===== src/rtl/fetch_stall_controller.sv =====
// Front-end stall/flush sequencer for the fetch stage.
// Tracks outstanding instruction fetches and counts front-end stall cycles.
module fetch_stall_controller (
    input  logic        clk,
    input  logic        rst,
    input  logic        imem_stall,
    input  logic        imem_done,
    input  logic        dmem_stall,
    input  logic        load_use,
    input  logic        branch_taken,
    input  logic        halt_decoded,
    output logic        pc_en,
    output logic        if_id_en,
    output logic        if_id_flush,
    output logic        id_bubble,
    output logic        imem_rd_en,
    output logic        halted,
    output logic [15:0] stall_cycles
);

    typedef enum logic [1:0] {
        S_RUN,
        S_IWAIT,
        S_SQUASH,
        S_HALTED
    } state_t;

    state_t      r_state;
    state_t      w_next;
    logic        r_done_pending;
    logic        w_done_pending_nxt;
    logic        w_done;
    logic [15:0] r_stall_cycles;

    assign w_done       = imem_done | r_done_pending;
    assign stall_cycles = r_stall_cycles;

    always_ff @(posedge clk) begin
        if (rst) begin
            r_state        <= S_RUN;
            r_done_pending <= 1'b0;
            r_stall_cycles <= 16'd0;
        end else begin
            r_state        <= w_next;
            r_done_pending <= w_done_pending_nxt;
            if (!pc_en && (r_state != S_HALTED) && (r_stall_cycles != 16'hFFFF))
                r_stall_cycles <= r_stall_cycles + 16'd1;
        end
    end

    always_comb begin
        w_next             = r_state;
        w_done_pending_nxt = 1'b0;
        pc_en              = 1'b0;
        if_id_en           = 1'b0;
        if_id_flush        = 1'b0;
        id_bubble          = 1'b0;
        imem_rd_en         = 1'b0;
        halted             = 1'b0;
        if (rst) begin
            w_next = S_RUN;
        end else if (r_state == S_HALTED) begin
            halted = 1'b1;
        end else if (dmem_stall) begin
            // A fetch return seen while frozen is replayed once the freeze lifts.
            w_done_pending_nxt = r_done_pending |
                (imem_done && (r_state == S_IWAIT || r_state == S_SQUASH));
        end else begin
            unique case (r_state)
                S_RUN: begin
                    if (branch_taken) begin
                        pc_en       = 1'b1;
                        if_id_en    = 1'b1;
                        if_id_flush = 1'b1;
                        imem_rd_en  = 1'b1;
                        w_next      = imem_stall ? S_SQUASH : S_RUN;
                    end else if (load_use) begin
                        id_bubble = 1'b1;
                    end else if (imem_stall) begin
                        if_id_en    = 1'b1;
                        if_id_flush = 1'b1;
                        imem_rd_en  = 1'b1;
                        w_next      = S_IWAIT;
                    end else if (halt_decoded) begin
                        if_id_en    = 1'b1;
                        if_id_flush = 1'b1;
                        w_next      = S_HALTED;
                    end else begin
                        pc_en      = 1'b1;
                        if_id_en   = 1'b1;
                        imem_rd_en = 1'b1;
                    end
                end
                S_IWAIT: begin
                    if (branch_taken) begin
                        pc_en       = 1'b1;
                        if_id_en    = 1'b1;
                        if_id_flush = 1'b1;
                        w_next      = w_done ? S_RUN : S_SQUASH;
                    end else if (w_done) begin
                        pc_en    = 1'b1;
                        if_id_en = 1'b1;
                        w_next   = S_RUN;
                    end else begin
                        if_id_en    = 1'b1;
                        if_id_flush = 1'b1;
                    end
                end
                S_SQUASH: begin
                    if_id_en    = 1'b1;
                    if_id_flush = 1'b1;
                    if (w_done)
                        w_next = S_RUN;
                end
                default: begin
                    w_next = S_RUN;
                end
            endcase
        end
    end

endmodule


===== config.mk =====
export PLATFORM = sky130hd
export DESIGN_NAME = fetch_stall_controller
export DESIGN_NICKNAME = d
export VERILOG_FILES = /design/src/rtl/fetch_stall_controller.sv
export SDC_FILE = /design/constraint.sdc
export NUM_CORES = 1
export LEC_CHECK = 0
export ABC_AREA = 1
export CORE_ASPECT_RATIO = 2
export CORE_MARGIN = 2
export CORE_UTILIZATION = 51
export DETAILED_ROUTE_END_ITERATION = 7
export GPL_ROUTABILITY_DRIVEN = 1
export HOLD_SLACK_MARGIN = 0.08
export PLACE_DENSITY = 0.8
export SETUP_SLACK_MARGIN = 0.05
export SLEW_MARGIN = 20
export SYNTH_ARGS = -nofsm -noshare
export SYNTH_HDL_FRONTEND = slang
export SYNTH_SLANG_ARGS = --single-unit

===== constraint.sdc =====
create_clock -name clk -period 2.1 [get_ports clk]
set_clock_uncertainty 0.2 [all_clocks]
set_input_delay 0.63 -clock clk [delete_from_list [all_inputs] [get_ports clk]]
set_output_delay 0.63 -clock clk [all_outputs]
set_load 0.02 [all_outputs]

Word-level counts from Yosys, hierarchy flattened
Cells that the tools add are included.

Multipliers: 0. Div/mod/pow operators: 0. Equality and inequality tests: 7. Muxes and demuxes: 50. Shift operators: 0. Order comparisons: 0. Bitwise gates (word level): 4. Add/subtract/negate cells: 1. Reduce and logical (&&, ||, !) cells: 9.

Operators with widths (number): 1-bit two-way mux (38); 16-bit by 1-bit adder with 16-bit output, second input constant (1); 2-bit two-way mux (8); 16-bit inequality test, second input constant (1); 2-bit case mux with 3 select lines (1); 2-bit == test, second input constant (2); 4-bit inequality test, second input constant (1); 1-bit case mux with 2 select lines (2); 4-bit AND reduction (1); 1-bit logical AND (3); 3-bit inequality test, second input constant (1); 1-bit case mux with 3 select lines (1); 3-bit OR reduction (1); 2-bit by 1-bit == test with 1-bit output, second input constant (1); 2-bit logical NOT (1); 2-bit inequality test, second input constant (1); 1-bit NOT (2); 1-bit bitwise OR (2); 2-bit OR reduction (1); 1-bit logical NOT (1); 1-bit logical OR (1).

Bits in latches: 0. Word-level logic and storage cells: 74. Input bits: 8. Output and inout port bits: 22. Bits in writable memories: 0. Memories: 0. Bits in registers: 19. ROM bits: 0.

Logic depth before layout (Yosys ltp)
Gate-level depths: netlist of the first run.

Word-level depth: 11. Mapped depth: 11. Depth with buffers taken out: 10.

Worst setup path after synthesis of the first run
No wires, ideal clock.

Kind: input port to output port. Start point: input rst. End point: output imem_rd_en. Cell stages on the path: 4. Data required time: 1270 ps. Arrival time: 1542 ps. Slack: -272 ps. Buffers on the path: 1. Path through: buf_6 > nor2_2 > nand2_2 > a311oi_1.

Cells in the longest elaborated chain, start to end: 1.

Ends and longest elaborated chain: from (decl) (line 5) `input logic rst,`; 1-bit two-way mux (line 60) `if (rst) begin`; to (decl) (line 16) `output logic imem_rd_en,`.

No other way between the ends.

Worst setup path after layout of the first run
Start point: input load_use. End point: output imem_rd_en.

Cells in the longest elaborated chain, start to end: 6.

Ends and longest elaborated chain: from (decl) (line 9) `input logic load_use,`; 1-bit two-way mux (line 77) `end else if (load_use) begin`; 1-bit two-way mux (line 71) `if (branch_taken) begin`; 1-bit two-way mux (line 69) `unique case (r_state)`; 1-bit two-way mux (line 64) `end else if (dmem_stall) begin`; 1-bit two-way mux (line 62) `end else if (r_state == S_HALTED) begin`; 1-bit two-way mux (line 60).

No other way between the ends.

==> flow_metrics.env, run 1 <==
export IMPL_end_kind="primary output"
export IMPL_routed_wl_um=4572
export IMPL_ys_seq_area_share_pct=26.83
export IMPL_layout_setup_ws_ns=-0.2452
export IMPL_cts_buffer_depth=2
export IMPL_io_pins=30
export IMPL_power_total_mw=1.021
export IMPL_post_route_drc_count=0
export IMPL_timing_rr_end="stall_cycles[5]"
export IMPL_clock_sinks=19
export IMPL_cp_buffers_inverters=3
export IMPL_cts_buffers=3
export IMPL_holdPathStages=2
export IMPL_clk_pin_slew_ns=0.08
export IMPL_vias=1658
export IMPL_io_buffers=29
export IMPL_placed_cells=289
export IMPL_hold_end="stall_cycles[1]"
export IMPL_maxCapViolCount=0
export IMPL_tritoncts="done"
export IMPL_setup_viol=5
export IMPL_slowest_delay_ns=0.27
export IMPL_crit_arrival_ns=1.52
export IMPL_ys_warn_count=0
export IMPL_yosysTopAreaCell="dfxtp_1"
export IMPL_async_flop_share_pct=0
export IMPL_grt_use_met3_pct=1.977
export IMPL_ant_nets=0
export IMPL_area_delta_synth_final_pct=55.78
export IMPL_power_leakage_nw=1.123
export IMPL_gp_congestion=0.8416
export IMPL_start_kind="input port"
export IMPL_synth_edff_count=0
export IMPL_reg2reg_slack_ns=0.11
export IMPL_critPathSlowestCell="a311oi_4"
export IMPL_multi_input_area_um2=1026
export IMPL_status="finished with violations"
export IMPL_syn_inst=205
export IMPL_globalRouteTotalUtil_pct=30.59
export IMPL_fin_cells=300
export IMPL_syn_nets=219
export IMPL_n_antenna_cell=0
export IMPL_finalCritPeriodShare_pct=111.7
export IMPL_grt_max_degree=19
export IMPL_yosysTopAreaCellShare_pct=26.83
export IMPL_layout_nets=286
export IMPL_synth_seq_cells=19
export IMPL_top_usage_layer="met2"
export IMPL_grt_pass1_vias=1650
export IMPL_core_um2=2703
export IMPL_synth_flop_cell="dfxtp_1"
export IMPL_dieArea_um2=3243
export IMPL_hold_start="stall_cycles[1]"
export IMPL_drt_iter0_drc=45
export IMPL_drv_slew=0
export IMPL_ys_types=29
export IMPL_overflow=0
export IMPL_max_freq_mhz=426.4
export IMPL_num_rows=27
export IMPL_firstDrtPassIters=4
export IMPL_synthesis_area_um2=1418
export IMPL_antenna_found_initial=0
export IMPL_post_synth_top_count_cell="nand2_1"
export IMPL_wire_per_inst_um=15.24
export IMPL_seqCellArea_um2=385.4
export IMPL_tightest_slew_ns=0.5539
export IMPL_hold_violations=0
export IMPL_place_area_um2=1984
export IMPL_use_met2_pct=57.81
export IMPL_start_util_pct=52.45
export IMPL_fp_dieH_um=78.56
export IMPL_dp_hpwl_um=3141
export IMPL_stdcell_area_um2=2208
export IMPL_dp_slack_ns=-1.011
export IMPL_grt_pass1_wl_um=6948
export IMPL_reg2reg_from="r_state[1]"
export IMPL_yosys_top_cells_area="dfxtp_1, nand2_1, a21oi_2"
export IMPL_path_cells="clkdlybuf4s15_1 > a21oi_2 > inv_2 > a311oi_4 > buf_6"
export IMPL_synth_avg_cell_area_um2=6.915
export IMPL_ir_drop_mv=0.4179
export IMPL_cp_max_fo=2
export IMPL_crit_family="buffers and inverters"
export IMPL_htreeDepth=1
export IMPL_synth_commonest_cells="nand2_1, inv_1, nor2_1"
export IMPL_drive_above_1_share_pct=40.59
export IMPL_violations="setup timing"
export IMPL_viasPerCell=5.527
export IMPL_min_period_ns=2.345
export IMPL_clk_latency_ns=0.26
export IMPL_use_met1_pct=26.62
export IMPL_holdCritPathClass="register to register"
export IMPL_nFillCells=198
export IMPL_die_w_um=41.28
export IMPL_power_density_nw_per_um2=462.5
export IMPL_path_class="input port to primary output"
export IMPL_max_slew_margin_pct=62.79
export IMPL_reg2reg_depth=12
export IMPL_fin_util_pct=81.71
export IMPL_rsz0062_at_grt="true"
export IMPL_crit_required_ns=1.27
export IMPL_clockRootBuffer="clkbuf_8"
==> layout by cell type (no fill, tap or decap), types with 4 or more instances in the layout <==
| cell type | count |
|---|---|
| a21oi_1 | 9 |
| a21oi_2 | 12 |
| buf_4 | 30 |
| buf_6 | 11 |
| dfxtp_1 | 17 |
| dlygate4sd2_1 | 10 |
| dlymetal6s2s_1 | 8 |
| inv_1 | 11 |
| inv_2 | 10 |
| nand2_1 | 50 |
| nand2_2 | 11 |
| nand2_4 | 5 |
| nand3_1 | 6 |
| nand4_1 | 6 |
| nor2_1 | 16 |
| nor2_2 | 5 |
| nor2_4 | 4 |
| o21ai_0 | 4 |
| xnor2_1 | 6 |
==> area by class of cell <==
cell class / count / share of cell area [%]
multi-input combinational: 158 / 46.46
sequential: 19 / 17.45
clock buffer: 3 / 1.870
inverter: 24 / 4.419
clock inverter: 1 / 0.2266
timing repair buffer: 66 / 27.93
tap: 29 / 1.643
==> power by group <==
part / switching, mW / internal, mW
Clock: 0.136 / 0.132
Sequential: 0.0161 / 0.374
Combinational: 0.192 / 0.171
==> routing by layer <==
| metal | part of all wire [%] | wire length [um] |
|---|---|---|
| met1 | 32 | 1476 |
| met2 | 58 | 2669 |
| met3 | 2.9 | 132 |
| met4 | 6.4 | 293 |
| met5 | 0 | 0 |
==> tightest hold or removal path, cell delays in order (launching register included) <==
cell and delay, ns:
dfxtp_1 0.35, nand2_1 0.09, a21oi_2 0.05
==> worst max path at each step <==
stage,slack [ns],depth (start not counted),endpoint,start
floorplan,-0.05,4,imem_rd_en,branch_taken
global placement,-1.00,6,imem_rd_en,branch_taken
detailed placement,-1.01,6,imem_rd_en,branch_taken
CTS,-0.25,6,imem_rd_en,r_state[1]
global route,-0.27,5,imem_rd_en,load_use
finish,-0.25,5,imem_rd_en,load_use
==> registers in the layout, indices dropped and copies added (netlist names) <==
name / count
r_state: 2
r_done_pending: 1
stall_cycles: 16
==> cell families after synthesis <==
kind of cell             share of synthesized area [%]
flip-flops                                       26.83
AND/OR/NAND/NOR                                  38.57
buffers and inverters                            9.002
AO/OA/AOI/OAI                                    14.74
adder cells (fa/ha/maj)                          5.296
XOR/XNOR                                         5.561
==> through the flow <==
stage	hold slack, ns	TNS, ns
2_1_floorplan	0.3255	-0.07935
3_3_place_gp	0.3082	-10.58
3_5_place_dp	0.3265	-11.07
4_1_cts	0.3344	-0.9693
5_1_grt	0.3553	-1.298
6_report	0.3350	-1.064
==> timing repair <==
action | CTS | global route
hold buffers | 0 | 0
pin swaps | 10 | 5
gates cloned | 0 | 0
setup buffers | 5 | 3
setup endpoints to repair | 30 | 15
gates resized for setup | 85 | 18
Note: power is estimated with default switching activity, not from simulation.
==> run 2, diff against run 1 <==
--- a/config.mk
+++ b/config.mk
@@ -8,13 +8,12 @@
 export ABC_AREA = 1
 export CORE_ASPECT_RATIO = 2
 export CORE_MARGIN = 2
-export CORE_UTILIZATION = 51
+export CORE_UTILIZATION = 54
 export DETAILED_ROUTE_END_ITERATION = 7
 export GPL_ROUTABILITY_DRIVEN = 1
 export HOLD_SLACK_MARGIN = 0.08
-export PLACE_DENSITY = 0.8
+export PLACE_DENSITY = 0.84
 export SETUP_SLACK_MARGIN = 0.05
-export SLEW_MARGIN = 20
 export SYNTH_ARGS = -nofsm -noshare
 export SYNTH_HDL_FRONTEND = slang
 export SYNTH_SLANG_ARGS = --single-unit
==> constraint.sdc (replaced) <==
create_clock -name clk -period 2.83 [get_ports clk]
set_clock_uncertainty 0.2 [all_clocks]
set_input_delay 0.849 -clock clk [delete_from_list [all_inputs] [get_ports clk]]
set_output_delay 0.849 -clock clk [all_outputs]
set_load 0.02 [all_outputs]
==> flow_metrics.env, run 2 (synthesis gave the netlist of run 1 again) <==
export IMPL_wire_per_inst_um=13.40
export IMPL_maxCapViolCount=0
export IMPL_max_slew_margin_pct=59.62
export IMPL_critPathSlowestCell="a311oi_2"
export IMPL_overflow=0
export IMPL_crit_arrival_ns=1.71
export IMPL_stdcell_area_um2=1914
export IMPL_layout_nets=266
export IMPL_area_delta_synth_final_pct=35.04
export IMPL_cts_buffers=3
export IMPL_n_antenna_cell=0
export IMPL_clockRootBuffer="clkbuf_8"
export IMPL_final_cell_mix="nand2_1, inv_1, nor2_1, dfxtp_1"
export IMPL_cp_max_fo=5
export IMPL_hold_start="stall_cycles[14]"
export IMPL_io_pins=30
export IMPL_hold_end="stall_cycles[14]"
export IMPL_setup_worst_path_start="rst"
export IMPL_die_w_um=40.23
export IMPL_postCtsSetupRepairBufs=0
export IMPL_viasPerCell=5.323
export IMPL_crit_family="buffers and inverters"
export IMPL_reg2reg_from="r_state[0]"
export IMPL_power_density_nw_per_um2=361.2
export IMPL_antenna_found_initial=0
export IMPL_drv_slew=0
export IMPL_tightest_slew_ns=0.6010
export IMPL_fin_tns_setup_ns=0
export IMPL_holdCritPathClass="register to register"
export IMPL_finalCritPeriodShare_pct=97.40
export IMPL_gp_congestion=0.8804
export IMPL_setup_viol=0
export IMPL_routed_top_layer="met4"
export IMPL_largest_reg_flops=16
export IMPL_fp_dieH_um=76.46
export IMPL_dp_hpwl_um=2890
export IMPL_drt_iter0_drc=35
export IMPL_place_area_um2=1852
export IMPL_crit_required_ns=1.78
export IMPL_start_kind="input port"
export IMPL_vias=1485
export IMPL_power_leakage_nw=0.8244
export IMPL_grt_max_degree=19
export IMPL_drive_above_1_share_pct=29.88
export IMPL_reg2reg_depth=12
export IMPL_clk_latency_ns=0.26
export IMPL_cts_buffer_depth=2
export IMPL_tritoncts="done"
export IMPL_grt_pass1_wl_um=6085
export IMPL_end_kind="primary output"
export IMPL_rsz0062_at_grt="true"
export IMPL_clk_pin_slew_ns=0.07
export IMPL_firstDrtPassIters=4
export IMPL_clock_sinks=19
export IMPL_grt_pass1_vias=1488
export IMPL_start_util_pct=55.87
export IMPL_ant_nets=0
export IMPL_num_rows=26
export IMPL_timing_hold_ws_ns=0.3299
export IMPL_layout_commonest_cell="nand2_1"
export IMPL_holdPathStages=2
export IMPL_fin_cells=279
export IMPL_min_period_ns=2.756
export IMPL_path_class="input port to primary output"
export IMPL_status="completed"
export IMPL_wl_met1_um=1287
export IMPL_placed_cells=275
export IMPL_slowest_delay_ns=0.24
export IMPL_htreeDepth=1
export IMPL_routed_wl_um=3739
export IMPL_dr_wl_met2_um=2159
export IMPL_route_met3_wl_um=83
export IMPL_ir_drop_mv=0.2574
export IMPL_dieArea_um2=3076
export IMPL_fin_util_pct=75.44
export IMPL_timing_rr_end="stall_cycles[15]"
export IMPL_post_route_drc_count=0
export IMPL_io_buffers=29
export IMPL_path_cells="clkdlybuf4s15_2 > nor2_4 > nand2_4 > a311oi_2 > buf_4"
export IMPL_globalRouteTotalUtil_pct=27.63
export IMPL_hold_violations=0
export IMPL_max_freq_mhz=362.8
export IMPL_core_um2=2537
export IMPL_reg2reg_slack_ns=0.80
export IMPL_cp_buffers_inverters=2
run 2: cell types whose count changed in the layout (fill, tap and decap cells not counted), moves of 3 or more:
cell | before | now
clkdlybuf4s50_1 | 0 | 16
buf_4 | 30 | 16
buf_6 | 11 | 1
dlymetal6s2s_1 | 8 | 0
inv_1 | 11 | 18
dlygate4sd2_1 | 10 | 4
inv_2 | 10 | 6
ha_1 | 3 | 6
ha_4 | 3 | 0
inv_4 | 3 | 0
run 2: worst max path at each step:
stage	end	slack [ns]	cells past startpoint
floorplan	imem_rd_en	0.19	4
global route	imem_rd_en	0.04	5
finish	imem_rd_en	0.07	5
global placement	imem_rd_en	-0.64	5
CTS	imem_rd_en	0.06	5
detailed placement	imem_rd_en	-0.68	6
run 2: tightest hold or removal path, stage by stage, from the launching register on:
cell	delay [ns]
dfxtp_1	0.35
nand2_1	0.09
a21oi_2	0.05
run 2: where the power goes:
group / switching [mW] / total [mW] / internal, mW
registers: 0.0126 / 0.290 / 0.277
clock network: 0.0976 / 0.196 / 0.0983
logic: 0.114 / 0.206 / 0.0919
total: 0.224 / 0.691 / 0.468
run 2: layout make-up:
cell class	count	area (um2)
Fill cell	195	623.1
Timing Repair Buffer	46	414.1
Sequential cell	19	381.6
Clock buffer	3	41.29
Multi-Input combinational cell	158	947.2
Tap cell	28	35.03
Clock inverter	1	5.005
Inverter	24	90.09
run 2: repair_timing:
action | 4_1_cts | 5_1_grt
pin swaps | 5 | 3
endpoints found under the setup margin | 6 | 3
resized for setup | 49 | 4
hold buffers | 0 | 0
run 2: metrics by stage:
| step | total power [mW] | setup slack [ns] |
|---|---|---|
| finish | 0.6914 | 0.07365 |
| global route | 0.7187 | 0.04339 |
| CTS | 0.6907 | 0.06285 |
| detailed placement | 0.4971 | -0.6787 |
| global placement | 0.4932 | -0.6436 |
| floorplan | 0.4087 | 0.1938 |
run 2: routing by layer:
layer	GRT usage, %	vias to the layer above
met2	48.55	37
met3	4.082	17
li1	-	747
met5	0	-
met4	21.00	0
met1	24.55	684
